===== config.mk =====
export PLATFORM = sky130hd
export DESIGN_NAME = mem_ctrl
export DESIGN_NICKNAME = d
export VERILOG_FILES = /design/src/rtl/mem_ctrl.sv
export SDC_FILE = /design/constraint.sdc
export NUM_CORES = 1
export LEC_CHECK = 0
export ABC_AREA = 0
export CORE_AREA = 2 2 117 119
export DETAILED_ROUTE_END_ITERATION = 7
export DIE_AREA = 0 0 119 121
export MAX_ROUTING_LAYER = met4
export PLACE_DENSITY = 0.84
export SLEW_MARGIN = 20
export SYNTH_ARGS = -nofsm -noshare
export SYNTH_HDL_FRONTEND = slang
export SYNTH_SLANG_ARGS = --single-unit

===== constraint.sdc =====
create_clock -name clk_in -period 5.37 [get_ports clk_in]
set_clock_uncertainty 0.2 [all_clocks]
set_input_delay 0.8055 -clock clk_in [delete_from_list [all_inputs] [get_ports clk_in]]
set_output_delay 0.8055 -clock clk_in [all_outputs]
set_load 0.02 [all_outputs]

===== src/rtl/mem_ctrl.sv =====
// Byte-serial memory controller: arbitrates icache fetches and dcache loads/stores
// onto the 8-bit RAM/IO bus, one byte per cycle.
module mem_ctrl #(
  parameter bit IO_STALL_EN = 1'b1
) (
  input  logic        clk_in,
  input  logic        rst_n_in,
  input  logic        rdy_in,
  input  logic        flush_in,
  input  logic        if_req_in,
  input  logic [31:0] if_addr_in,
  output logic        if_done_out,
  output logic [31:0] if_data_out,
  input  logic        d_req_in,
  input  logic        d_wr_in,
  input  logic [1:0]  d_size_in,
  input  logic [31:0] d_addr_in,
  input  logic [31:0] d_wdata_in,
  output logic        d_done_out,
  output logic [31:0] d_rdata_out,
  input  logic [7:0]  mem_din,
  input  logic        io_buffer_full,
  output logic [7:0]  mem_dout,
  output logic [31:0] mem_a,
  output logic        mem_wr
);

  typedef enum logic [1:0] {IDLE, READ, WRITE} state_e;

  state_e      state_q, state_d;
  logic [31:0] base_q, base_d, wdata_q, wdata_d, data_q, data_d;
  logic [2:0]  size_q, size_d, issue_q, issue_d, cap_q, cap_d;
  logic        is_if_q, is_if_d, if_done_q, if_done_d, d_done_q, d_done_d;
  logic        io_space, d_io, stall;
  logic [2:0]  d_nbytes;

  always_comb begin
    case (d_size_in)
      2'b00:   d_nbytes = 3'd1;
      2'b01:   d_nbytes = 3'd2;
      default: d_nbytes = 3'd4;
    endcase
    io_space = (base_q[17:16] == 2'b11);
    d_io     = (d_addr_in[17:16] == 2'b11);
    stall    = IO_STALL_EN && io_space && io_buffer_full;

    state_d   = state_q;
    base_d    = base_q;
    wdata_d   = wdata_q;
    data_d    = data_q;
    size_d    = size_q;
    issue_d   = issue_q;
    cap_d     = cap_q;
    is_if_d   = is_if_q;
    if_done_d = if_done_q;
    d_done_d  = d_done_q;

    mem_a    = '0;
    mem_dout = '0;
    mem_wr   = 1'b0;
    case (state_q)
      READ: if (issue_q < size_q) mem_a = base_q + {29'd0, issue_q};
      WRITE: begin
        mem_a    = base_q + {29'd0, issue_q};
        mem_dout = wdata_q[{issue_q[1:0], 3'b000} +: 8];
        mem_wr   = rdy_in && !stall;
      end
      default: ;
    endcase

    if (!rdy_in) begin
      // a read byte in flight while stalled is lost; rewind so it is re-issued
      if (state_q == READ) issue_d = cap_q;
    end else begin
      if_done_d = 1'b0;
      d_done_d  = 1'b0;
      case (state_q)
        IDLE: if (!if_done_q && !d_done_q) begin
          if (d_req_in) begin
            if (!(flush_in && !d_wr_in && !d_io)) begin
              base_d  = d_addr_in;
              size_d  = d_nbytes;
              wdata_d = d_wdata_in;
              data_d  = '0;
              is_if_d = 1'b0;
              issue_d = '0;
              cap_d   = '0;
              state_d = d_wr_in ? WRITE : READ;
            end
          end else if (if_req_in && !flush_in) begin
            base_d  = if_addr_in;
            size_d  = 3'd4;
            data_d  = '0;
            is_if_d = 1'b1;
            issue_d = '0;
            cap_d   = '0;
            state_d = READ;
          end
        end
        READ: begin
          // IO reads are destructive, so only fetches and RAM loads may be aborted
          if (flush_in && (is_if_q || !io_space)) begin
            state_d = IDLE;
          end else begin
            if (issue_q < size_q) issue_d = issue_q + 3'd1;
            if (cap_q < issue_q) begin
              data_d[{cap_q[1:0], 3'b000} +: 8] = mem_din;
              cap_d = cap_q + 3'd1;
              if (cap_q + 3'd1 == size_q) begin
                state_d   = IDLE;
                if_done_d = is_if_q;
                d_done_d  = !is_if_q;
              end
            end
          end
        end
        WRITE: if (!stall) begin
          issue_d = issue_q + 3'd1;
          if (issue_q + 3'd1 == size_q) begin
            state_d  = IDLE;
            d_done_d = 1'b1;
          end
        end
        default: state_d = IDLE;
      endcase
    end
  end

  always_ff @(posedge clk_in or negedge rst_n_in) begin
    if (!rst_n_in) begin
      state_q   <= IDLE;
      base_q    <= '0;
      wdata_q   <= '0;
      data_q    <= '0;
      size_q    <= '0;
      issue_q   <= '0;
      cap_q     <= '0;
      is_if_q   <= 1'b0;
      if_done_q <= 1'b0;
      d_done_q  <= 1'b0;
    end else begin
      state_q   <= state_d;
      base_q    <= base_d;
      wdata_q   <= wdata_d;
      data_q    <= data_d;
      size_q    <= size_d;
      issue_q   <= issue_d;
      cap_q     <= cap_d;
      is_if_q   <= is_if_d;
      if_done_q <= if_done_d;
      d_done_q  <= d_done_d;
    end
  end

  assign if_done_out = if_done_q;
  assign d_done_out  = d_done_q;
  assign if_data_out = data_q;
  assign d_rdata_out = data_q;

endmodule


==> results.md <==
- Top FF cell, synth: dfrtp_1
- Worst setup EP type: output pin
- Root buffer cell: clkbuf_16
- Nets@finish: 959
- FP Rows: 42
- CTS buffer count: 9
- CP Data Required Time: 4.36 ns
- Crit path time final: 5.01 ns
- Register area share after synthesis: 42.5%
- CTS tree: done
- H-Tree Depth: 3
- Vias in the first global route: 5535
- Dpl hpwl: roughly 13 mm
- Post-DR wirelength/cell: 16.9 µm
- Outcome: finished, final reports clean
- GPL Wtd Cong: 0.887
- Antenna Nets Post-Route: 0
- Synth Warn #: 0
- Core area: roughly 13000 µm²
- Global Route Usage Sum: 24.5%
- Mapped Nets: 786
- # DRC: 0
- EDFF count, synth: 0
- Initial antenna violation count: 0
- Synth Register Bits: 110
- Post-CTS Setup Repair Bufs: 0
- Async SR Flop Fraction: 100%
- DP Cell Count: 992
- Kind of critical path: reg -> out
- Port Buffers: 220
- Max_cap viols: 0
- Pin count of the biggest net entering global routing: between 60 and 70
- Initial Utilization: ~50%
- Pwr/cell area: 442 nW/µm²
- Post-Syn Area: 6480 µm²
- CTS Buffer Depth: 2
- Hold crit path type: reg -> reg
- Area delta synth->final: 37.7%
- Power, Total: 3.94 mW
- Post-CTS resize count: 0
- Routed WL: 17.0 mm
- CP Data Arrival Time: approximately 4 ns
- CP max FO: 13
- Via count: ~5500
- Sink Count: 110
- Total grt overflow: 0
- Startpoint Class: register
- Yosys cell types: 52
- Later-pin clock latency in the skew report: 0.35 ns
- Vias/cell: between 5 and 6
- First-pass GRT wire length: 27.3 mm
- Worst-Margin Slew: about 1.0 ns
- Height of the chip: approximately 120 µm
- RSZ-0062 raised after global routing: no
- Share of post-route cells with drive strength above 1: a little under a tenth
- # diodes: 0
- Cts hold-fix bufs: 0
- Syn Inst Count: 654
- Initial DRC Count: roughly 360
- Fin. Hold Viols: 0
- Slew Limit Fails: 0
- DIE AREA: 14400 µm²
- Final period utilization: 93.4%
- Setup TNS: 0 ns
- Max Fclk: 199 MHz
- Final Setup Violations: 0
- Worst vdd ir: 0.351 mV
- Filler-free cell count of the finished design: ~1000
- Clock slew at reported path FFs: 0.07 ns
- Slew HR: 31.3%
- Avg Inst Size Synth: between 9 and 10 µm²
- Lkg Pwr: 3.77 nW
- Die Wd: 119 µm
- Detailed Routing Iterations Pass 1: 7
- IO Count: 221
-- per-stage QoR --
stage	util, %	area (µm²)	hold WS, ns	worst slack [ns]
after global placement	65.8	8600	0.276	0.926
after CTS	68.1	8910	0.306	0.363
after global routing	68.2	8920	0.317	0.130
final	68.2	8920	0.300	0.355
after detailed placement	65.8	8600	0.289	0.745
after floorplan	-	6480	0.256	1.48
-- power breakdown --
group	total, mW	switching (mW)	internal [mW]
logic	1.81	0.931	0.878
registers	1.44	0.300	1.14
clock network	0.699	0.317	0.381
-- critical path, stage by stage, from the launching register on --
cell	delay [ns]
dfrtp_1	0.71
inv_1	0.17
fa_1	0.44
nor2b_1	0.20
nor2_1	0.21
or4_1	0.67
or3_1	0.41
a21oi_1	0.20
clkdlybuf4s50_1	0.64
-- layout make-up --
type / instances / area, µm²
repair buffers: 226 / 2240
well taps: 176 / 220
inverters: 34 / 128
fillers: 977 / 4160
multi-input cells: 446 / 3280
clock inverters: 5 / 63.8
clock buffers: 11 / 243
flip-flops and latches: 110 / 2750
-- path summary, 6_finish.rpt --
path | to | slack, ns | start | cells after the start
max | mem_a[28] | 0.36 | issue_q[1] | 8
max in group asynchronous | base_q[13] | 3.50 | rst_n_in | 2
max reg2reg | d_rdata_out[5] | 2.32 | issue_q[1] | 8
min | base_q[0] | 0.30 | base_q[0] | 2
min in group asynchronous | base_q[8] | 0.35 | rst_n_in | 1
min reg2reg | base_q[0] | 0.30 | base_q[0] | 2
-- layout by cell type, fill, tap and decap left out, drive strengths merged, types with 4 or more instances in the layout --
cell / n
nor3: 11
nand4: 11
o21ai: 57
clkdlybuf4s50: 218
mux2: 34
nand2: 73
nand2b: 5
and2: 10
buf: 8
nor3b: 6
nand3b: 5
nor2: 29
mux2i: 52
mux4: 8
dfrtp: 110
inv: 37
nand3: 16
a21bo: 8
xnor2: 20
a22o: 8
and3: 7
nor2b: 7
ha: 17
or3: 11
xor2: 4
clkbuf: 11
a21oi: 16
-- cell usage after synthesis, types with 2 or more instances --
cell type,instances,area [µm²]
dfrtp_1,110,2750
nand2_1,73,274
mux2i_1,52,521
o21ai_0,38,190
mux2_2,34,383
inv_1,33,124
buf_4,32,240
nor2_1,29,109
clkbuf_1,24,90.1
xnor2_1,20,175
ha_1,17,213
a21oi_1,16,80.1
nand3_1,16,80.1
o21ai_1,16,80.1
nand4_1,11,68.8
nor3_1,11,55.1
or3_1,11,68.8
and2_1,10,62.6
a22o_1,8,70.1
mux4_2,8,180
a21bo_1,7,70.1
and3_1,7,43.8
nor2b_1,7,43.8
nor3b_1,6,45.0
nand2b_1,5,31.3
nand3b_1,5,37.5
buf_1,4,15.0
buf_2,4,20.0
xor2_1,4,35.0
nor4_1,3,18.8
nor4b_1,3,26.3
o21ai_2,3,26.3
o221ai_1,3,26.3
or4_1,3,22.5
a21boi_0,2,15.0
and4_1,2,17.5
o2bb2ai_1,2,17.5
-- kinds of logic after synthesis --
logic type | after synthesis | synth area share, %
muxes | 94 | 16.7
adders and majority gates | 18 | 3.59
and+or+nand+nor | 205 | 15.9
AOI/OAI and AO/OA | 104 | 10.2
xor gates and xnor gates | 25 | 3.61
DFF | 110 | 42.5
buffers and inverters | 98 | 7.60
-- flip-flops by register name (all words and copies together), names as in the netlist --
name and cells:
base_q 32, cap_q 3, d_done_out 1, d_rdata_out 32
if_done_out 1, is_if_q 1, issue_q 3, size_q 3
state_q 2, wdata_q 32
-- metal layers --
layer / GRT usage [%] / up-vias / wire, µm
met5: - / - / 0
met1: 30.0 / 2690 / 7090
met2: 41.5 / 176 / 8800
li1: - / 2593 / -
met4: 9.52 / 0 / 388
met3: 3.29 / 37 / 740
(Power assumes the default switching activity.)
==> variant, RTL diff (same flow settings) <==
The 3 states of `state_e` get a one-hot encoding in 3 bits.
--- a/src/rtl/mem_ctrl.sv
+++ b/src/rtl/mem_ctrl.sv
@@ -27,3 +27,3 @@
 
-  typedef enum logic [1:0] {IDLE, READ, WRITE} state_e;
+  typedef enum logic [2:0] {IDLE = 3'b001, READ = 3'b010, WRITE = 3'b100} state_e;
 
Behaviour: same outputs for any inputs over 4 cycles, from zero or initial values and one cycle with rst_n_in low; so few cycles prove little.
==> variant against the unedited design <==
- maximum frequency is 9.0% higher
- wire length is 0.44% lower
- critical endpoint is now mem_a[30]
- sequential cell count is 1 higher
- total power is 15% lower
- global-route usage is 0.21 points higher
- synthesized cell count is 6.6% lower
- area after synthesis is 2.9% lower
- setup slack better by 0.41 ns
- largest power group is now registers
- critical path depth stayed put
- count of clock-buffer cells in the layout stayed put
- cell area is 2.5% lower
==> variant: results <==
set metrics [dict create \
    worstMarginPinSlew_ns 0.813 \
    antenna_found_initial 0 \
    cts_htree_levels 3 \
    hold_class "reg -> reg" \
    outcome "complete, no violations" \
    drt_wl_total_um 16900 \
    synth_area_leaders "dfrtp_1, mux2_2, mux2i_1" \
    vias 5373 \
    power.leakage_nw 3.56 \
    drive_gt1_share_pct 9.86 \
    synth_nets 740 \
    grt_pass1_vias 5496 \
    nFillCells 1016 \
    root_buffer "clkbuf_16" \
    clock_latency_ns 0.35 \
    synth_cell_types 61 \
    ys.flop_type "dfrtp_1" \
    dp_hpwl_um 12700 \
    place_congestion 0.894 \
    grt_max_degree 71 \
    switching_share_pct 36.2 \
    grt.total_usage_pct 24.7 \
    synth_common_cells "dfrtp_1, nand2_1, o21ai_0" \
    peakVddDrop_v 0.000234 \
    first_iter_violations 301 \
    nets 915 \
    critPathArrivalTime_ns 3.60 \
    first_pass_iters 4 \
    synth-seq-area-share_pct 44.1 \
    port_buffers 220 \
    grt_first_pass_wirelength_um 27400 \
    synth_warnings 0 \
]
[variant: changes by cell type in the layout (fill, tap and decap cells not counted), sizes merged, moves of 4 or more]
cell / delta
nor4: +6
nor3b: -4
o21ai: -10
and2: -7
inv: -15
a21bo: -8
nor2b: +5
o211ai: +4
mux2i: -18
nand2: -20
a22o: +24
[variant: power by group through the flow]
stage               Combinational, mW  Sequential [mW]  Clock, mW
floorplan                       0.903             1.34          0
global placement                 1.25             1.39          0
detailed placement               1.30             1.41          0
CTS                              1.30             1.40      0.678
global route                     1.43             1.44      0.712
finish                           1.30             1.40      0.663
[variant: per-stage QoR]
stage | setup slack (ns) | cell area [um2] | instances
2_1_floorplan | 1.70 | 6290 | 611
3_5_place_dp | 1.17 | 8410 | 951
3_3_place_gp | 1.21 | 8410 | 951
5_1_grt | 0.542 | 8700 | 967
4_1_cts | 0.764 | 8700 | 967
6_report | 0.769 | 8700 | 967
[variant: worst max-delay path, cell delays in order, from the launching register on]
cell and delay [ns]:
dfrtp_1 0.72, inv_1 0.18, fa_1 0.45, nand2b_1 0.18
a2111o_1 0.56, nor4_1 0.35, xnor2_1 0.10, nor2_1 0.09
clkdlybuf4s50_1 0.61
[variant: area by class of cell]
| cell class | instances | area, um2 | area share [%] |
|---|---|---|---|
| Tap cell | 176 | 220 | 2.53 |
| Multi-Input combinational cell | 416 | 3090 | 35.5 |
| Clock buffer | 11 | 233 | 2.67 |
| Clock inverter | 5 | 58.8 | 0.676 |
| Sequential cell | 111 | 2780 | 31.9 |
| Timing Repair Buffer | 226 | 2240 | 25.7 |
| Inverter | 22 | 82.6 | 0.949 |
[variant: path summary, 6_finish.rpt]
path	startpoint	endpoint	slack, ns	cells past startpoint
setup reg to reg	issue_q[1]	d_rdata_out[14]	2.42	7
hold reg to reg	base_q[0]	base_q[0]	0.30	2
hold / removal	base_q[0]	base_q[0]	0.30	2
min in group asynchronous	rst_n_in	base_q[8]	0.34	1
max in group asynchronous	rst_n_in	state_q[2]	3.49	2
setup / recovery	issue_q[1]	mem_a[30]	0.77	8
[variant: routing by layer]
layer / global-route usage, % / up-vias / wire, um
met1: 29.9 / 2659 / 6900
met5: - / - / 0
met4: 8.48 / 0 / 410
li1: - / 2513 / -
met2: 41.4 / 175 / 8860
met3: 5.12 / 26 / 767
[variant: cells by family after synthesis]
| family | synth area share [%] |
|---|---|
| simple gates | 13.9 |
| compound gates | 13.7 |
| flops | 44.1 |
| buf+inv | 7.00 |
| mux | 14.4 |
| xor+xnor | 3.76 |
| fa+ha+maj | 3.10 |
